`src/rtl/program_loader.sv`:
```
// Programmer-interface sequencer: requests CU programming mode, streams a nibble image into
// program memory over valid/ready, then releases the CPU; reports checksum, done and timeouts.
module program_loader #(
    parameter int REGISTER_WIDTH       = 4,
    parameter int MEMORY_ADDRESS_WIDTH = 4,
    parameter int TIMEOUT_CYCLES       = 255
) (
    input  logic                            clk_i,
    input  logic                            reset_i,
    input  logic                            start_i,
    input  logic                            load_valid_i,
    input  logic [REGISTER_WIDTH-1:0]       load_data_i,
    output logic                            load_ready_o,
    output logic                            p_programm_o,
    input  logic                            p_active_i,
    output logic                            p_write_en_mem_o,
    output logic [MEMORY_ADDRESS_WIDTH-1:0] p_address_o,
    output logic [REGISTER_WIDTH-1:0]       p_data_o,
    output logic                            busy_o,
    output logic                            done_o,
    output logic                            error_o,
    output logic [REGISTER_WIDTH-1:0]       checksum_o
);
    localparam int RW = REGISTER_WIDTH;
    localparam int AW = MEMORY_ADDRESS_WIDTH;
    localparam int TW = $clog2(TIMEOUT_CYCLES + 1);
    localparam logic [AW-1:0] LAST_ADDR  = '1;
    localparam logic [TW-1:0] STALL_LAST = TW'(TIMEOUT_CYCLES - 1);

    typedef enum logic [2:0] {
        S_IDLE,
        S_REQUEST,
        S_RECV,
        S_WRITE,
        S_RELEASE
    } state_t;

    state_t        state;
    state_t        state_nxt;
    logic [TW-1:0] stall_cnt;
    logic [TW-1:0] stall_cnt_nxt;
    logic [AW-1:0] address_nxt;
    logic [RW-1:0] data_nxt;
    logic [RW-1:0] checksum_nxt;
    logic          error_nxt;
    logic          handshake;
    logic          stalled;
    logic          expired;

    // load_ready_o is only ever high while in RECV, so it alone qualifies the handshake.
    assign handshake = load_valid_i & load_ready_o;
    assign stalled   = ((state == S_REQUEST) && !p_active_i) ||
                       ((state == S_RECV) && !handshake);
    assign expired   = stalled && (stall_cnt == STALL_LAST);

    always_comb begin
        // NOTE: every signal gets a default first so no path leaves one unassigned (no latches).
        state_nxt     = state;
        stall_cnt_nxt = stall_cnt;
        address_nxt   = p_address_o;
        data_nxt      = p_data_o;
        checksum_nxt  = checksum_o;
        error_nxt     = error_o;

        case (state)
            S_IDLE: begin
                address_nxt = '0;
                data_nxt    = '0;
                if (start_i) begin
                    state_nxt     = S_REQUEST;
                    stall_cnt_nxt = '0;
                    checksum_nxt  = '0;
                    error_nxt     = 1'b0;
                end
            end
            S_REQUEST: begin
                if (p_active_i) begin
                    state_nxt     = S_RECV;
                    stall_cnt_nxt = '0;
                end else if (expired) begin
                    state_nxt   = S_IDLE;
                    error_nxt   = 1'b1;
                    address_nxt = '0;
                    data_nxt    = '0;
                end else begin
                    stall_cnt_nxt = stall_cnt + TW'(1);
                end
            end
            S_RECV: begin
                if (handshake) begin
                    state_nxt     = S_WRITE;
                    stall_cnt_nxt = '0;
                    data_nxt      = load_data_i;
                    checksum_nxt  = checksum_o ^ load_data_i;
                end else if (expired) begin
                    state_nxt   = S_IDLE;
                    error_nxt   = 1'b1;
                    address_nxt = '0;
                    data_nxt    = '0;
                end else begin
                    stall_cnt_nxt = stall_cnt + TW'(1);
                end
            end
            S_WRITE: begin
                stall_cnt_nxt = '0;
                if (p_address_o == LAST_ADDR) begin
                    state_nxt = S_RELEASE;
                end else begin
                    state_nxt   = S_RECV;
                    address_nxt = p_address_o + AW'(1);
                end
            end
            S_RELEASE: begin
                state_nxt   = S_IDLE;
                address_nxt = '0;
                data_nxt    = '0;
            end
            default: begin
                state_nxt   = S_IDLE;
                address_nxt = '0;
                data_nxt    = '0;
            end
        endcase
    end

    // Strobes are decoded from the next state so every output is a flop aligned with its state.
    always_ff @(posedge clk_i) begin
        // NOTE: sequential state uses non-blocking assignments so all flops update together.
        if (reset_i) begin
            state            <= S_IDLE;
            stall_cnt        <= '0;
            load_ready_o     <= 1'b0;
            p_programm_o     <= 1'b0;
            p_write_en_mem_o <= 1'b0;
            p_address_o      <= '0;
            p_data_o         <= '0;
            busy_o           <= 1'b0;
            done_o           <= 1'b0;
            error_o          <= 1'b0;
            checksum_o       <= '0;
        end else begin
            state            <= state_nxt;
            stall_cnt        <= stall_cnt_nxt;
            p_address_o      <= address_nxt;
            p_data_o         <= data_nxt;
            checksum_o       <= checksum_nxt;
            error_o          <= error_nxt;
            load_ready_o     <= (state_nxt == S_RECV);
            p_programm_o     <= (state_nxt == S_REQUEST) || (state_nxt == S_RECV) ||
                                (state_nxt == S_WRITE);
            p_write_en_mem_o <= (state_nxt == S_WRITE);
            busy_o           <= (state_nxt != S_IDLE);
            done_o           <= (state_nxt == S_RELEASE);
        end
    end

endmodule
```
`config.mk`:
```
export PLATFORM = sky130hd
export DESIGN_NAME = program_loader
export DESIGN_NICKNAME = d
export VERILOG_FILES = /design/src/rtl/program_loader.sv
export SDC_FILE = /design/constraint.sdc
export NUM_CORES = 1
export LEC_CHECK = 0
export CORE_UTILIZATION = 50
export DETAILED_ROUTE_END_ITERATION = 7
export PLACE_DENSITY = 0.78
export SLEW_MARGIN = 20
export SYNTH_ARGS = -nofsm -noshare
export SYNTH_HDL_FRONTEND = slang
export SYNTH_SLANG_ARGS = --single-unit
```
`constraint.sdc`:
```
create_clock -name clk_i -period 2.7 [get_ports clk_i]
set_clock_uncertainty 0.05 [all_clocks]
set_input_delay 0.54 -clock clk_i [delete_from_list [all_inputs] [get_ports clk_i]]
set_output_delay 0.54 -clock clk_i [all_outputs]
set_load 0.05 [all_outputs]
```
==> impl_metrics.json <==
{
  "track_usage_pct": 23.4,
  "cts_buffers": 5,
  "synthTopCellsByArea": "dfxtp_1 (44%), nor2_1 (6.2%), xor2_1 (4.0%), nand2_1 (3.7%), a21oi_1 (3.0%)",
  "run_status": "finished clean",
  "whs_ns": 0.450,
  "fin_area_um2": 1660,
  "synthArstFlopShare_pct": 0,
  "detail_route.wirelength_um": 2780,
  "cp-start-kind": "flop",
  "dp_hpwl_um": 2080,
  "hold_viol": 0,
  "relSlewSlack_pct": 57.1,
  "seq_area_frac_synth_pct": 43.7,
  "reg2reg_slack_ns": 0.39,
  "setup_viol": 0,
  "grt_pass1_vias": 1085,
  "numPlacedInstances": 199,
  "fin_setup_tns_ns": 0,
  "peakVddDrop_mv": 0.416,
  "fmax_mhz": 432,
  "vias_per_cell": 5.60,
  "netlist_top_cells_count": "dfxtp_1 (29), nor2_1 (22), nand2_1 (13)",
  "holdBufCountCts": 0,
  "rsz0062_at_grt": "false",
  "cts_tree": "done",
  "postCtsSetupBuffers": 0,
  "postPlaceCellArea_um2": 1600,
  "hold_path_class": "reg2reg",
  "synth.avg_cell_area_um2": 9.11,
  "coreArea_um2": 2500,
  "final_layout_size_suffix_gt1_share_pct": 10.7,
  "worst-setup-path-type": "reg2reg",
  "die_area_um2": 2870,
  "place.gp.congestion": 0.865,
  "crit_path_end_kind": "flop",
  "finalCritPeriodShare_pct": 85.7,
  "wl_per_cell_um": 13.4,
  "insertedDiodeCount": 0,
  "worst_pin_slew_ns": 0.638,
  "crit_required_ns": 2.89,
  "synth.largest_area_cell": "dfxtp_1",
  "drtAntennaViolNets": 0,
  "rows": 18,
  "syn-num-nets": 158,
  "synth_edf_count": 0,
  "p_leak_nw": 0.610,
  "portBuffers": 26,
  "yosysTopAreaCellShare_pct": 43.7,
  "yosysMostFrequentCell": "dfxtp_1",
  "post-route-min-period_ns": 2.31,
  "area_growth_pct": 24.6,
  "ioPinCount": 27,
  "power-per-cell-area_nw_per_um2": 526,
  "slew_viol_final": 0,
  "ys_warn_count": 0,
  "drv_cap": 0,
  "antenna_found_initial": 0,
  "die_w_um": 53.6,
  "synth_seq_cells": 29,
  "start_util_pct": 53.2,
  "insertion_delay_ns": 0.33,
  "cp.arrival_ns": 2.50,
  "cts_buffer_depth": 2,
  "ys_types": 40,
  "fin_nets": 188,
  "clk_pin_slew_ns": 0.09,
  "cts_root_buf": "clkbuf_4",
  "grt_overflow_total": 0,
  "drtPass1Iterations": 4,
  "postSynthCellCount": 146,
  "grt_max_degree": 15,
  "cp_max_fo": 10,
  "vias": 1159,
  "syn-cell-area_um2": 1330,
  "synth-main-ff-cell": "dfxtp_1",
  "grt_pass1_wl_um": 4650,
  "die_h_um": 53.6,
  "drt_first_iter_violations": 28,
  "drc": 0,
  "cts_resized": 0,
  "htree_levels": 2,
  "fin_cells": 207,
  "clock-sinks": 29
}
==> state kept, by name, summed over array words and instances, names as in the netlist <==
signal,count
state,3
busy_o,1
done_o,1
checksum_o,4
p_programm_o,1
p_address_o,4
error_o,1
p_data_o,4
load_ready_o,1
p_write_en_mem_o,1
stall_cnt,8
==> final timing paths <==
path,from,end,cells after the start
min,error_o,error_o,2
min reg2reg,error_o,error_o,2
max,p_address_o[0],stall_cnt[3],7
max reg2reg,p_address_o[0],stall_cnt[3],7
==> cell families after synthesis <==
group                    count (synthesis)  share of synthesized area [%]
AND/OR/NAND/NOR                         62                           25.0
AO/OA/AOI/OAI                           34                           18.3
flip-flops                              29                           43.7
buffers and inverters                   10                           4.80
XOR/XNOR                                 7                           4.61
adder cells (fa/ha/maj)                  3                           2.82
multiplexers                             1                          0.753
==> where the power goes <==
group          internal [W]  leakage (nW)  switching, W  total (W)
sequential         0.000443         0.235     0.0000189   0.000462
clock             0.0000978        0.0310      0.000152   0.000249
combinational     0.0000639         0.344     0.0000967   0.000161
total              0.000605         0.610      0.000267   0.000872
==> critical path, stage by stage, from the launching register on <==
cell	delay, ns
dfxtp_1	0.40
ha_1	0.29
nand3_1	0.11
and4_2	0.28
a221oi_1	0.41
and3_1	0.41
nor2_1	0.09
o21a_1	0.17
==> routing by layer <==
metal	up-vias	GRT usage [%]	share of wire, %	wire length [um]
met5	-	0	0	0
met3	2	6.21	5.7	159
met2	35	38.1	46	1280
li1	584	-	-	-
met4	0	13.2	0.79	22
met1	538	27.7	47	1310
==> area by class of cell <==
type | instances | area, um^2
inverters | 4 | 15.0
clock inverters | 3 | 17.5
fillers | 218 | 843
well taps | 30 | 37.5
clock buffers | 5 | 37.5
flip-flops and latches | 29 | 581
repair buffers | 29 | 283
multi-input cells | 107 | 686
==> layout by cell type, fill, tap and decap left out, types with 2 or more instances in the layout <==
master,count
a211oi_1,3
xor2_1,6
nor3_1,3
o21ai_0,6
clkinv_2,2
nor2_1,22
nand2_1,13
buf_4,3
clkbuf_4,5
nand3_1,6
o31ai_1,3
dfxtp_1,29
a22oi_1,5
or4_1,2
inv_1,4
ha_1,3
clkdlybuf4s50_1,26
a21oi_1,8
or3_1,2
and3_1,4
==> stage by stage <==
| stage | total power, W | worst slack [ns] | util [%] |
|---|---|---|---|
| 6_report | 0.000872 | 0.387 | 66.3 |
| 5_1_grt | 0.000920 | 0.233 | 66.3 |
| 4_1_cts | 0.000883 | 0.415 | 66.3 |
| 3_5_place_dp | 0.000631 | 0.0489 | 64.1 |
| 3_3_place_gp | 0.000627 | 0.158 | 64.1 |
| 2_1_floorplan | 0.000586 | 0.311 | - |
Power figures use the tool's default switching activity.
